$ cat config.mk
export PLATFORM = sky130hd
export DESIGN_NAME = mcp3202_spi_responder
export DESIGN_NICKNAME = d
export VERILOG_FILES = /design/src/rtl/mcp3202_spi_responder.sv
export SDC_FILE = /design/constraint.sdc
export NUM_CORES = 1
export LEC_CHECK = 0
export BUFFER_PORTS_ARGS = -buffer_cell sky130_fd_sc_hd__buf_2
export CAP_MARGIN = 0
export CELL_PAD_IN_SITES_DETAIL_PLACEMENT = 0
export CELL_PAD_IN_SITES_GLOBAL_PLACEMENT = 1
export CORE_MARGIN = 3
export CORE_UTILIZATION = 45
export CTS_CLUSTER_DIAMETER = 100
export CTS_CLUSTER_SIZE = 10
export DETAILED_ROUTE_END_ITERATION = 8
export GPL_TIMING_DRIVEN = 1
export PLACE_DENSITY = 0.77
export SLEW_MARGIN = 20
export SYNTH_ARGS = -nofsm -noshare
export SYNTH_HDL_FRONTEND = slang
export SYNTH_SLANG_ARGS = --single-unit
$ cat constraint.sdc
create_clock -name clk -period 2.7 [get_ports clk]
set_input_delay 0.135 -clock clk [delete_from_list [all_inputs] [get_ports clk]]
set_output_delay 0.135 -clock clk [all_outputs]
set_load 0.005 [all_outputs]
$ cat src/rtl/mcp3202_spi_responder.sv
// mcp3202_spi_responder: MCP3202 ADC slave emulator on an oversampled SPI bus
// Ports:
//   clk, rst_n            system clock (>= 8x SCK), async active-low reset
//   cs, sck, mosi         SPI master signals, asynchronous to clk
//   ch0_code, ch1_code    channel codes, captured at the conversion point
//   miso, miso_oe         slave data and its pad enable (miso=0 when not enabled)
//   cfg                   {SGL,ODD,MSBF} of the last decoded frame
//   conv_valid            1-clk pulse when cfg/code are captured
//   frame_err             1-clk pulse when cs rises before the frame completes
module mcp3202_spi_responder #(
    parameter int SYNC_STAGES = 2
) (
    input  logic        clk,
    input  logic        rst_n,
    input  logic        cs,
    input  logic        sck,
    input  logic        mosi,
    input  logic [11:0] ch0_code,
    input  logic [11:0] ch1_code,
    output logic        miso,
    output logic        miso_oe,
    output logic [2:0]  cfg,
    output logic        conv_valid,
    output logic        frame_err
);
    typedef enum logic [2:0] {IDLE, WAIT_START, CFG, NULL_BIT, DATA_MSB, DATA_LSB, TAIL} state_t;
    state_t state;
    // cs and sck chains carry one extra flop holding the previous synced value for edge detection
    logic [SYNC_STAGES:0]   cs_q, sck_q;
    logic [SYNC_STAGES-1:0] mosi_q;
    logic        cs_rise, cs_fall, sck_rise, sck_fall, mosi_s;
    logic [1:0]  cfg_shift, bit_cnt;
    logic [3:0]  bit_idx;
    logic [11:0] code, code_sel;
    logic [12:0] d01, d10;
    assign cs_rise  =  cs_q[SYNC_STAGES-1] & ~cs_q[SYNC_STAGES];
    assign cs_fall  = ~cs_q[SYNC_STAGES-1] &  cs_q[SYNC_STAGES];
    assign sck_rise =  sck_q[SYNC_STAGES-1] & ~sck_q[SYNC_STAGES];
    assign sck_fall = ~sck_q[SYNC_STAGES-1] &  sck_q[SYNC_STAGES];
    assign mosi_s   = mosi_q[SYNC_STAGES-1];
    // 13-bit differences: bit 12 set means the result went negative and clamps to zero
    assign d01 = {1'b0, ch0_code} - {1'b0, ch1_code};
    assign d10 = {1'b0, ch1_code} - {1'b0, ch0_code};
    // cfg_shift holds {SGL,ODD} at the moment MSBF is being sampled
    assign code_sel = cfg_shift[1] ? (cfg_shift[0] ? ch1_code : ch0_code) :
                      cfg_shift[0] ? (d10[12] ? 12'h000 : d10[11:0]) :
                                     (d01[12] ? 12'h000 : d01[11:0]);
    always_ff @(posedge clk or negedge rst_n) begin
        if (!rst_n) begin
            cs_q   <= '1;
            sck_q  <= '0;
            mosi_q <= '0;
        end else begin
            cs_q   <= {cs_q[SYNC_STAGES-1:0], cs};
            sck_q  <= {sck_q[SYNC_STAGES-1:0], sck};
            mosi_q <= {mosi_q[SYNC_STAGES-2:0], mosi};
        end
    end
    always_ff @(posedge clk or negedge rst_n) begin
        if (!rst_n) begin
            state      <= IDLE;
            miso       <= 1'b0;
            miso_oe    <= 1'b0;
            cfg        <= 3'b000;
            conv_valid <= 1'b0;
            frame_err  <= 1'b0;
            cfg_shift  <= '0;
            bit_cnt    <= '0;
            bit_idx    <= '0;
            code       <= '0;
        end else begin
            conv_valid <= 1'b0;
            frame_err  <= 1'b0;
            // cs rise overrides any simultaneous sck edge
            if (cs_rise) begin
                frame_err <= state inside {CFG, NULL_BIT, DATA_MSB, DATA_LSB};
                state     <= IDLE;
                miso      <= 1'b0;
                miso_oe   <= 1'b0;
            end else begin
                case (state)
                    IDLE: if (cs_fall) begin
                        state     <= WAIT_START;
                        miso_oe   <= 1'b1;
                        miso      <= 1'b0;
                        cfg_shift <= '0;
                        bit_cnt   <= '0;
                        bit_idx   <= '0;
                    end
                    WAIT_START: if (sck_rise && mosi_s) begin
                        state   <= CFG;
                        bit_cnt <= '0;
                    end
                    CFG: if (sck_rise) begin
                        cfg_shift <= {cfg_shift[0], mosi_s};
                        bit_cnt   <= bit_cnt + 2'd1;
                        if (bit_cnt == 2'd2) begin
                            cfg        <= {cfg_shift, mosi_s};
                            code       <= code_sel;
                            conv_valid <= 1'b1;
                            state      <= NULL_BIT;
                        end
                    end
                    NULL_BIT: if (sck_fall) begin
                        miso    <= 1'b0;
                        state   <= DATA_MSB;
                        bit_idx <= 4'd11;
                    end
                    DATA_MSB: if (sck_fall) begin
                        miso <= code[bit_idx];
                        if (bit_idx == 4'd0) begin
                            state   <= cfg[0] ? TAIL : DATA_LSB;
                            bit_idx <= 4'd1;
                        end else begin
                            bit_idx <= bit_idx - 4'd1;
                        end
                    end
                    DATA_LSB: if (sck_fall) begin
                        miso <= code[bit_idx];
                        if (bit_idx == 4'd11) state <= TAIL;
                        else bit_idx <= bit_idx + 4'd1;
                    end
                    TAIL: if (sck_fall) miso <= 1'b0;
                    default: state <= IDLE;
                endcase
            end
        end
    end
endmodule
==> impl_metrics.sql, run 1 <==
INSERT INTO impl_metrics (metric_group, metric, value, unit) VALUES
('critical_path', 'critPathRequiredTime', '2.87', 'ns'),
('critical_path', 'critical_path.cell_chain', 'inv_1, ha_1, nand4bb_4, inv_2, nand2_1, a221oi_1, nor2_1', ''),
('layout', 'design.final.nets', '498', ''),
('pwr', 'vdd.ir_drop.worst', '293', 'µV'),
('clock_network', 'path_clk_slew', '0.07', 'ns'),
('clock_network', 'clkLatencyLatePin', '0.28', 'ns'),
('pwr', 'power_per_cell_area', '642', 'nW/µm²'),
('detailed_routing', 'drc', '0', ''),
('outcome', 'outcome', 'finished clean', ''),
('synth', 'synthTopCellsByCount', 'sky130_fd_sc_hd__a21oi_1 (50), sky130_fd_sc_hd__inv_1 (38), sky130_fd_sc_hd__dfrtp_1 (35), sky130_fd_sc_hd__nand2_1 (35), sky130_fd_sc_hd__ha_1 (29)', ''),
('critical_path', 'timing.rr.start', 'cs_q[2]$_DFF_PN1_', ''),
('critical_path', 'cp_max_stage_delay', '0.53', 'ns'),
('floorplan', 'die_width', '93.7', 'µm'),
('pwr', 'total_power', '2.48', 'mW'),
('critical_path', 'critical_path_peak_fanout', '14', ''),
('critical_path', 'cp.buffers_inverters', '2', ''),
('synth', 'synth_fp_nets', '466', ''),
('clock_network', 'root_buffer', 'sky130_fd_sc_hd__clkbuf_8', ''),
('floorplan', 'core_area', '7370', 'µm²'),
('critical_path', 'critical-path-top-delay-family', 'simple AND/OR/NAND/NOR gates', ''),
('synth', 'async_flop_share', '1.00', ''),
('critical_path', 'worstSetupStartpointType', 'flip-flop', ''),
('critical_path', 'path_depth', '7', ''),
('clock_network', 'cts_max_path_buffers', '2', ''),
('critical_path', 'regToRegEndpoint', 'code[5]$_DFFE_PN0P_', ''),
('critical_path', 'rrSetupSlack', '0.45', 'ns'),
('detailed_routing', 'drtPass1Iterations', '4', ''),
('layout', 'area_delta_synth_final', '11.6', '%'),
('synth', 'synth_seq_cells', '38', ''),
('synth', 'yosys_warnings', '0', ''),
('floorplan', 'num_io_pins', '36', ''),
('critical_path', 'end_kind', 'flip-flop', ''),
('detailed_routing', 'routed-via-count', '3079', ''),
('global_route', 'global_route.overflow_total', '0', ''),
('synth', 'synth_cell_types', '69', ''),
('clock_network', 'cts_resized', '0', ''),
('clock_network', 'number_of_cts_inserted_buffers', '5', ''),
('detailed_routing', 'drt-initial-drc-count', '278', ''),
('hold_path', 'hp-class', 'input pin to flip-flop', ''),
('synth', 'top_area_cells_in_the_synthesized_netlist', 'sky130_fd_sc_hd__dfrtp_1 (25%), sky130_fd_sc_hd__ha_1 (10%), sky130_fd_sc_hd__a21oi_1 (7.2%), sky130_fd_sc_hd__inv_1 (4.1%), sky130_fd_sc_hd__nand2_1 (3.8%)', ''),
('sta', 'final.period_utilization', '0.833', ''),
('placement', 'place_congestion', '0.851', ''),
('synth', 'synth_ff_type', 'sky130_fd_sc_hd__dfrtp_1', ''),
('critical_path', 'rr_worst_depth', '7', ''),
('sta', 'timing.final.setup_violations', '0', ''),
('sta', 'slew_headroom', '0.438', ''),
('synth', 'synth_seq_area_share', '0.276', ''),
('synth', 'avgSynthCellArea', '8.53', 'µm²'),
('sta', 'achievable_frequency', '445', 'MHz'),
('global_route', 'first_global_vias', '2982', ''),
('synth', 'synth_top_cell_area_share', '0.253', ''),
('detailed_routing', 'finalWirelength', '8440', 'µm'),
('sta', 'timing.final.crit_period', '2.25', 'ns'),
('detailed_routing', 'postRouteAntennaNets', '0', ''),
('sta', 'grt_setup_unrepaired', 'false', ''),
('synth', 'yosys.area.top_type', 'sky130_fd_sc_hd__dfrtp_1', ''),
('global_route', 'grt_first_pass_wirelength', '14500', 'µm'),
('synth', 'synthMostInstantiatedCell', 'sky130_fd_sc_hd__a21oi_1', ''),
('global_route', 'global_route_usage_sum', '0.204', ''),
('floorplan', 'die-area', '8790', 'µm²'),
('synth', 'synth_enable_flop_cells', '0', ''),
('sta', 'final.setup_skew', '0.00434', 'ns'),
('floorplan', 'initial_core_utilization', '0.470', ''),
('synth', 'synthesis.area', '3460', 'µm²'),
('global_route', 'grt_max_degree', '39', ''),
('critical_path', 'criticalPathCategory', 'flip-flop to flip-flop', ''),
('placement', 'dpl.hpwl', '6600', 'µm'),
('sta', 'fin_setup_tns', '0', 'ns'),
('sta', 'finalHoldViolations', '0', ''),
('floorplan', 'die_height', '93.7', 'µm'),
('synth', 'syn-instance-count', '406', '');
-- cell type report --
type,instances,area [µm²]
repair buffers,48,283
fillers,702,3500
clock inverters,3,40.0
well taps,99,124
multi-input cells,304,2240
clock buffers,5,68.8
flip-flops and latches,38,955
inverters,41,154
-- routing by layer --
metal,track usage,routed length (µm),part of all wire
met2,0.309,3700,0.44
met1,0.299,4200,0.50
met4,0.0481,114,0.014
met3,0.0385,421,0.050
met5,0,0,0
-- logic make-up after synthesis --
| kind of cell | count (synthesis) | synth area share |
|---|---|---|
| DFF | 38 | 0.276 |
| and+or+nand+nor | 97 | 0.144 |
| buffers and inverters | 64 | 0.0769 |
| adders and majority gates | 31 | 0.116 |
| AOI/OAI and AO/OA | 144 | 0.289 |
| xor gates and xnor gates | 17 | 0.0430 |
| muxes | 15 | 0.0546 |
-- through the flow --
step	hold WS [ns]	instances	area, µm²	setup slack, ns
after floorplan	-0.161	406	3460	0.739
after global placement	0.242	526	3720	0.466
final	0.287	538	3870	0.452
after CTS	0.280	538	3870	0.460
after global routing	0.301	538	3870	0.285
after detailed placement	0.242	526	3720	0.387
-- tightest hold or removal path, cell delays in order --
cell	delay (ns)
sky130_fd_sc_hd__buf_2	0.10
sky130_fd_sc_hd__ha_1	0.12
sky130_fd_sc_hd__nor2_1	0.04
sky130_fd_sc_hd__o21ai_1	0.07
sky130_fd_sc_hd__a2bb2oi_1	0.07
-- how the worst min path moves through the flow --
stage	start	endpoint	cells after the start
2_1_floorplan	rst_n	bit_cnt[0]$_DFFE_PN0P_	0
3_3_place_gp	cs	cs_q[0]$_DFF_PN1_	1
3_5_place_dp	cs	cs_q[0]$_DFF_PN1_	1
4_1_cts	ch1_code[0]	code[0]$_DFFE_PN0P_	5
5_1_grt	ch1_code[0]	code[0]$_DFFE_PN0P_	5
6_report	ch1_code[0]	code[0]$_DFFE_PN0P_	5
-- power by group --
| group | internal (mW) | switching (mW) |
|---|---|---|
| registers | 0.684 | 0.103 |
| logic | 0.506 | 0.717 |
| clock network | 0.272 | 0.200 |
| total | 1.46 | 1.02 |
-- sequential cells by signal (all words and copies together) (netlist names) --
name and flops:
mosi_q 2, miso_oe 1, bit_cnt 2, cfg 3, cs_q 3, state 3
conv_valid 1, code 12, miso 1, bit_idx 4, sck_q 3, cfg_shift 2
frame_err 1
-- cell usage in the layout, fill, tap and decap left out, types with 8 or more instances in the layout --
| cell type | instances |
|---|---|
| sky130_fd_sc_hd__nor3_1 | 8 |
| sky130_fd_sc_hd__buf_2 | 35 |
| sky130_fd_sc_hd__a21o_1 | 11 |
| sky130_fd_sc_hd__ha_1 | 29 |
| sky130_fd_sc_hd__inv_1 | 38 |
| sky130_fd_sc_hd__o21ai_0 | 10 |
| sky130_fd_sc_hd__a21oi_1 | 50 |
| sky130_fd_sc_hd__nand2_1 | 35 |
| sky130_fd_sc_hd__buf_4 | 9 |
| sky130_fd_sc_hd__xor2_1 | 8 |
| sky130_fd_sc_hd__o21ai_1 | 14 |
| sky130_fd_sc_hd__dfrtp_1 | 35 |
| sky130_fd_sc_hd__mux2i_1 | 11 |
| sky130_fd_sc_hd__nor2_1 | 19 |
| sky130_fd_sc_hd__xnor2_1 | 9 |
-- repair_timing --
| item | in CTS | in global routing |
|---|---|---|
| buffers inserted | 0 | 0 |
| hold buffers | 4 | 0 |
| hold endpoints to repair | 38 | 0 |
No activity file was read; power rests on OpenSTA's default activity.
==> run 2, diff against run 1 <==
ABC_AREA = 1   (was unset)
CORE_UTILIZATION = 42   (was 45)
clock period = 2.2 ns   (was 2.7 ns; I/O delays follow)
==> run 2 against run 1 <==
Effect of this change:
- setup slack worse by 0.15 ns
- clock skew decreased by 0.0014 ns
- sequential cell count unchanged
- wire length grew 14%
- global-route usage grew 0.20 points
- largest power group unchanged
- non-clock buffer count is 4 lower
- sequential share of layout area decreased by 0.91 points
- highest routed layer unchanged
- via count is 18% higher
- sequential power up 35%
- clock-buffer cell count grew 1
==> impl_metrics.sql, run 2 <==
INSERT INTO impl_metrics (metric_group, metric, value, unit) VALUES
('outcome', 'outcome', 'finished clean', ''),
('detailed_routing', 'postRouteAntennaNets', '0', ''),
('hold_path', 'worstHoldPathCells', '5', ''),
('clock_network', 'root_buffer', 'sky130_fd_sc_hd__clkbuf_8', ''),
('sta', 'slew_violations', '0', ''),
('placement', 'place_congestion', '0.928', ''),
('placement', 'port_buffers', '35', ''),
('detailed_routing', 'via_per_inst', '5.09', ''),
('pwr', 'vdd.ir_drop.worst', '440', 'µV'),
('global_route', 'first_global_vias', '3329', ''),
('sta', 'achievable_frequency', '526', 'MHz'),
('synth', 'synthTopCellsByCount', 'sky130_fd_sc_hd__nand2_1 (149), sky130_fd_sc_hd__inv_1 (97), sky130_fd_sc_hd__nor2_1 (52)', ''),
('clock_network', 'number_of_cts_inserted_buffers', '5', ''),
('layout', 'mostFrequentLayoutCell', 'sky130_fd_sc_hd__nand2_1', ''),
('critical_path', 'criticalPathCategory', 'flip-flop to flip-flop', ''),
('hold_path', 'hold_path.startpoint', 'ch1_code[0]', ''),
('detailed_routing', 'drc', '0', ''),
('floorplan', 'die_height', '98.4', 'µm'),
('layout', 'drive_gt1_frac', '0.107', ''),
('pwr', 'power_per_cell_area', '807', 'nW/µm²'),
('synth', 'synth_top_cell_area_share', '0.244', ''),
('critical_path', 'timing.rr.start', 'cs_q[2]$_DFF_PN1_', ''),
('clock_network', 'path_clk_slew', '0.07', 'ns'),
('global_route', 'grt_antenna_before_repair', '0', ''),
('critical_path', 'rrSetupSlack', '0.30', 'ns'),
('critical_path', 'end_kind', 'flip-flop', ''),
('run', 'max_cap_violations', '0', ''),
('critical_path', 'critPathSlowestCell', 'sky130_fd_sc_hd__dfstp_2', ''),
('floorplan', 'num_io_pins', '36', ''),
('global_route', 'global_route.overflow_total', '0', ''),
('critical_path', 'path_common_cell', 'sky130_fd_sc_hd__nor2_1', ''),
('floorplan', 'die_width', '98.4', 'µm'),
('sta', 'finalHoldViolations', '0', ''),
('floorplan', 'rows', '33', ''),
('global_route', 'grt_first_pass_wirelength', '16200', 'µm'),
('sta', 'final.setup_skew', '0.00296', 'ns'),
('floorplan', 'core_area', '8260', 'µm²'),
('sta', 'slew_headroom', '0.451', ''),
('layout', 'largest_registers', 'code: 12 flops, bit_idx: 4 flops', ''),
('pwr', 'static-leakage-power', '2.25', 'nW'),
('detailed_routing', 'drtPass1Iterations', '5', ''),
('layout', 'seq_area', '955', 'µm²'),
('synth', 'syn-instance-count', '564', ''),
('synth', 'synthesis.area', '3580', 'µm²'),
('clock_network', 'cts_resized', '0', ''),
('critical_path', 'rr_worst_depth', '8', ''),
('sta', 'timing.final.crit_period', '1.90', 'ns'),
('critical_path', 'cp_max_stage_delay', '0.53', 'ns'),
('synth', 'synth_seq_area_share', '0.266', ''),
('clock_network', 'number_of_h_tree_levels', '2', ''),
('layout', 'fillerInstances', '888', ''),
('synth', 'synth_fp_nets', '624', ''),
('critical_path', 'worstPathArrival', '2.12', 'ns'),
('sta', 'worstMarginPinSlew', '0.824', 'ns'),
('layout', 'antennaDiodeCount', '0', ''),
('layout', 'number_of_flip_flops_in_the_largest_register', '12', ''),
('layout', 'multi_input_area', '2190', 'µm²'),
('synth', 'synth_enable_flop_cells', '0', ''),
('sta', 'fin_setup_tns', '0', 'ns'),
('synth', 'synthMostInstantiatedCell', 'sky130_fd_sc_hd__nand2_1', ''),
('global_route', 'global_route_usage_sum', '0.206', ''),
('hold_path', 'holdPathEnd', 'code[0]$_DFFE_PN0P_', ''),
('detailed_routing', 'post_drt_wl_per_cell', '13.6', 'µm'),
('critical_path', 'critical_path.cell_chain', 'inv_1, ha_1, buf_4, nor2_1, nand2_2, inv_2, nor2_1, a21oi_1', ''),
('critical_path', 'worstSetupStartpointType', 'flip-flop', ''),
('critical_path', 'regToRegEndpoint', 'code[10]$_DFFE_PN0P_', ''),
('global_route', 'grt_max_degree', '39', ''),
('layout', 'design.final.nets', '665', ''),
('detailed_routing', 'drt-initial-drc-count', '245', ''),
('detailed_routing', 'routed-via-count', '3621', ''),
('clock_network', 'cts_max_path_buffers', '2', ''),
('critical_path', 'critPathRequiredTime', '2.41', 'ns'),
('hold_path', 'hp-class', 'input pin to flip-flop', ''),
('sta', 'timing.final.setup_violations', '0', ''),
('pwr', 'total_power', '3.24', 'mW'),
('synth', 'yosys_warnings', '0', ''),
('clock_network', 'cts_tree', 'yes', ''),
('synth', 'synth_ff_type', 'sky130_fd_sc_hd__dfrtp_1', ''),
('clock_network', 'clkLatencyLatePin', '0.29', 'ns'),
('synth', 'synth_seq_cells', '38', ''),
('detailed_routing', 'finalWirelength', '9640', 'µm'),
('sta', 'grt_setup_unrepaired', 'false', ''),
('layout', 'area_delta_synth_final', '12.0', '%'),
('clock_network', 'cts_sinks', '38', ''),
('critical_path', 'critical_path_peak_fanout', '19', ''),
('placement', 'dpl.hpwl', '7920', 'µm'),
('floorplan', 'initial_core_utilization', '0.434', ''),
('layout', 'final_cell_mix', 'sky130_fd_sc_hd__nand2_1 (149), sky130_fd_sc_hd__inv_1 (97), sky130_fd_sc_hd__nor2_1 (52), sky130_fd_sc_hd__nand3_1 (46), sky130_fd_sc_hd__o21ai_0 (46)', ''),
('synth', 'async_flop_share', '1.00', ''),
('synth', 'avgSynthCellArea', '6.35', 'µm²'),
('sta', 'final.period_utilization', '0.865', ''),
('synth', 'yosys.area.top_type', 'sky130_fd_sc_hd__dfrtp_1', ''),
('layout', 'largest-register', 'code', ''),
('synth', 'top_area_cells_in_the_synthesized_netlist', 'sky130_fd_sc_hd__dfrtp_1 (24%), sky130_fd_sc_hd__nand2_1 (16%), sky130_fd_sc_hd__inv_1 (10%), sky130_fd_sc_hd__ha_1 (10%), sky130_fd_sc_hd__nand3_1 (6.4%)', ''),
('synth', 'synth_cell_types', '34', ''),
('floorplan', 'die-area', '9680', 'µm²');
run 2: area by class of cell:
cell class	count	area share
well taps	105	0.0327
flip-flops and latches	38	0.238
inverters	105	0.0982
repair buffers	44	0.0630
clock inverters	2	0.00312
multi-input cells	411	0.545
clock buffers	6	0.0206
run 2: critical path, delay by kind of cell, from the launching register on:
family	cells	cell delay, ns
DFF	1	0.53
and+or+nand+nor	3	0.49
buffers and inverters	3	0.47
adders and majority gates	1	0.19
AOI/OAI and AO/OA	1	0.13
run 2: how the worst max path moves through the flow:
stage	start	end	slack (ns)
detailed placement	ch0_code[0]	code[1]$_DFFE_PN0P_	0.15
finish	cs_q[2]$_DFF_PN1_	code[10]$_DFFE_PN0P_	0.30
CTS	cs_q[2]$_DFF_PN1_	code[10]$_DFFE_PN0P_	0.29
global route	state[1]$_DFFE_PN0P_	code[8]$_DFFE_PN0P_	0.1
global placement	ch0_code[0]	code[0]$_DFFE_PN0P_	0.14
floorplan	cs_q[1]$_DFF_PN1_	state[0]$_DFFE_PN0P_	0.42
run 2: cell families after synthesis:
kind of cell	count (synthesis)	synth area share
AND/OR/NAND/NOR	261	0.301
buffers and inverters	115	0.124
AO/OA/AOI/OAI	106	0.164
flip-flops	38	0.266
adder cells (fa/ha/maj)	31	0.112
XOR/XNOR	13	0.0318
run 2: where the power goes:
part | leakage (nW) | internal [mW] | switching (mW) | total (mW)
Combinational | 1.71 | 0.589 | 1.09 | 1.68
Sequential | 0.495 | 0.854 | 0.202 | 1.06
Clock | 0.0472 | 0.252 | 0.251 | 0.503
run 2: timing repair:
item                      CTS  global route
hold buffers                4             0
hold endpoints to repair   38             0
setup buffers               0             0
run 2: stage by stage:
stage	utilization	cells	hold WS, ns	setup WS [ns]	instance area (µm²)
finish	0.486	711	0.255	0.297	4010
global route	0.486	711	0.274	0.0984	4010
CTS	0.486	711	0.246	0.285	4010
detailed placement	0.470	699	0.216	0.148	3880
global placement	0.470	699	0.216	0.137	3880
floorplan	-	564	-0.186	0.425	3580
run 2: layer usage:
| metal | track usage | share of wire |
|---|---|---|
| met5 | 0 | 0 |
| met4 | 0.0252 | 0.0048 |
| met3 | 0.0329 | 0.044 |
| met2 | 0.311 | 0.43 |
| met1 | 0.317 | 0.52 |
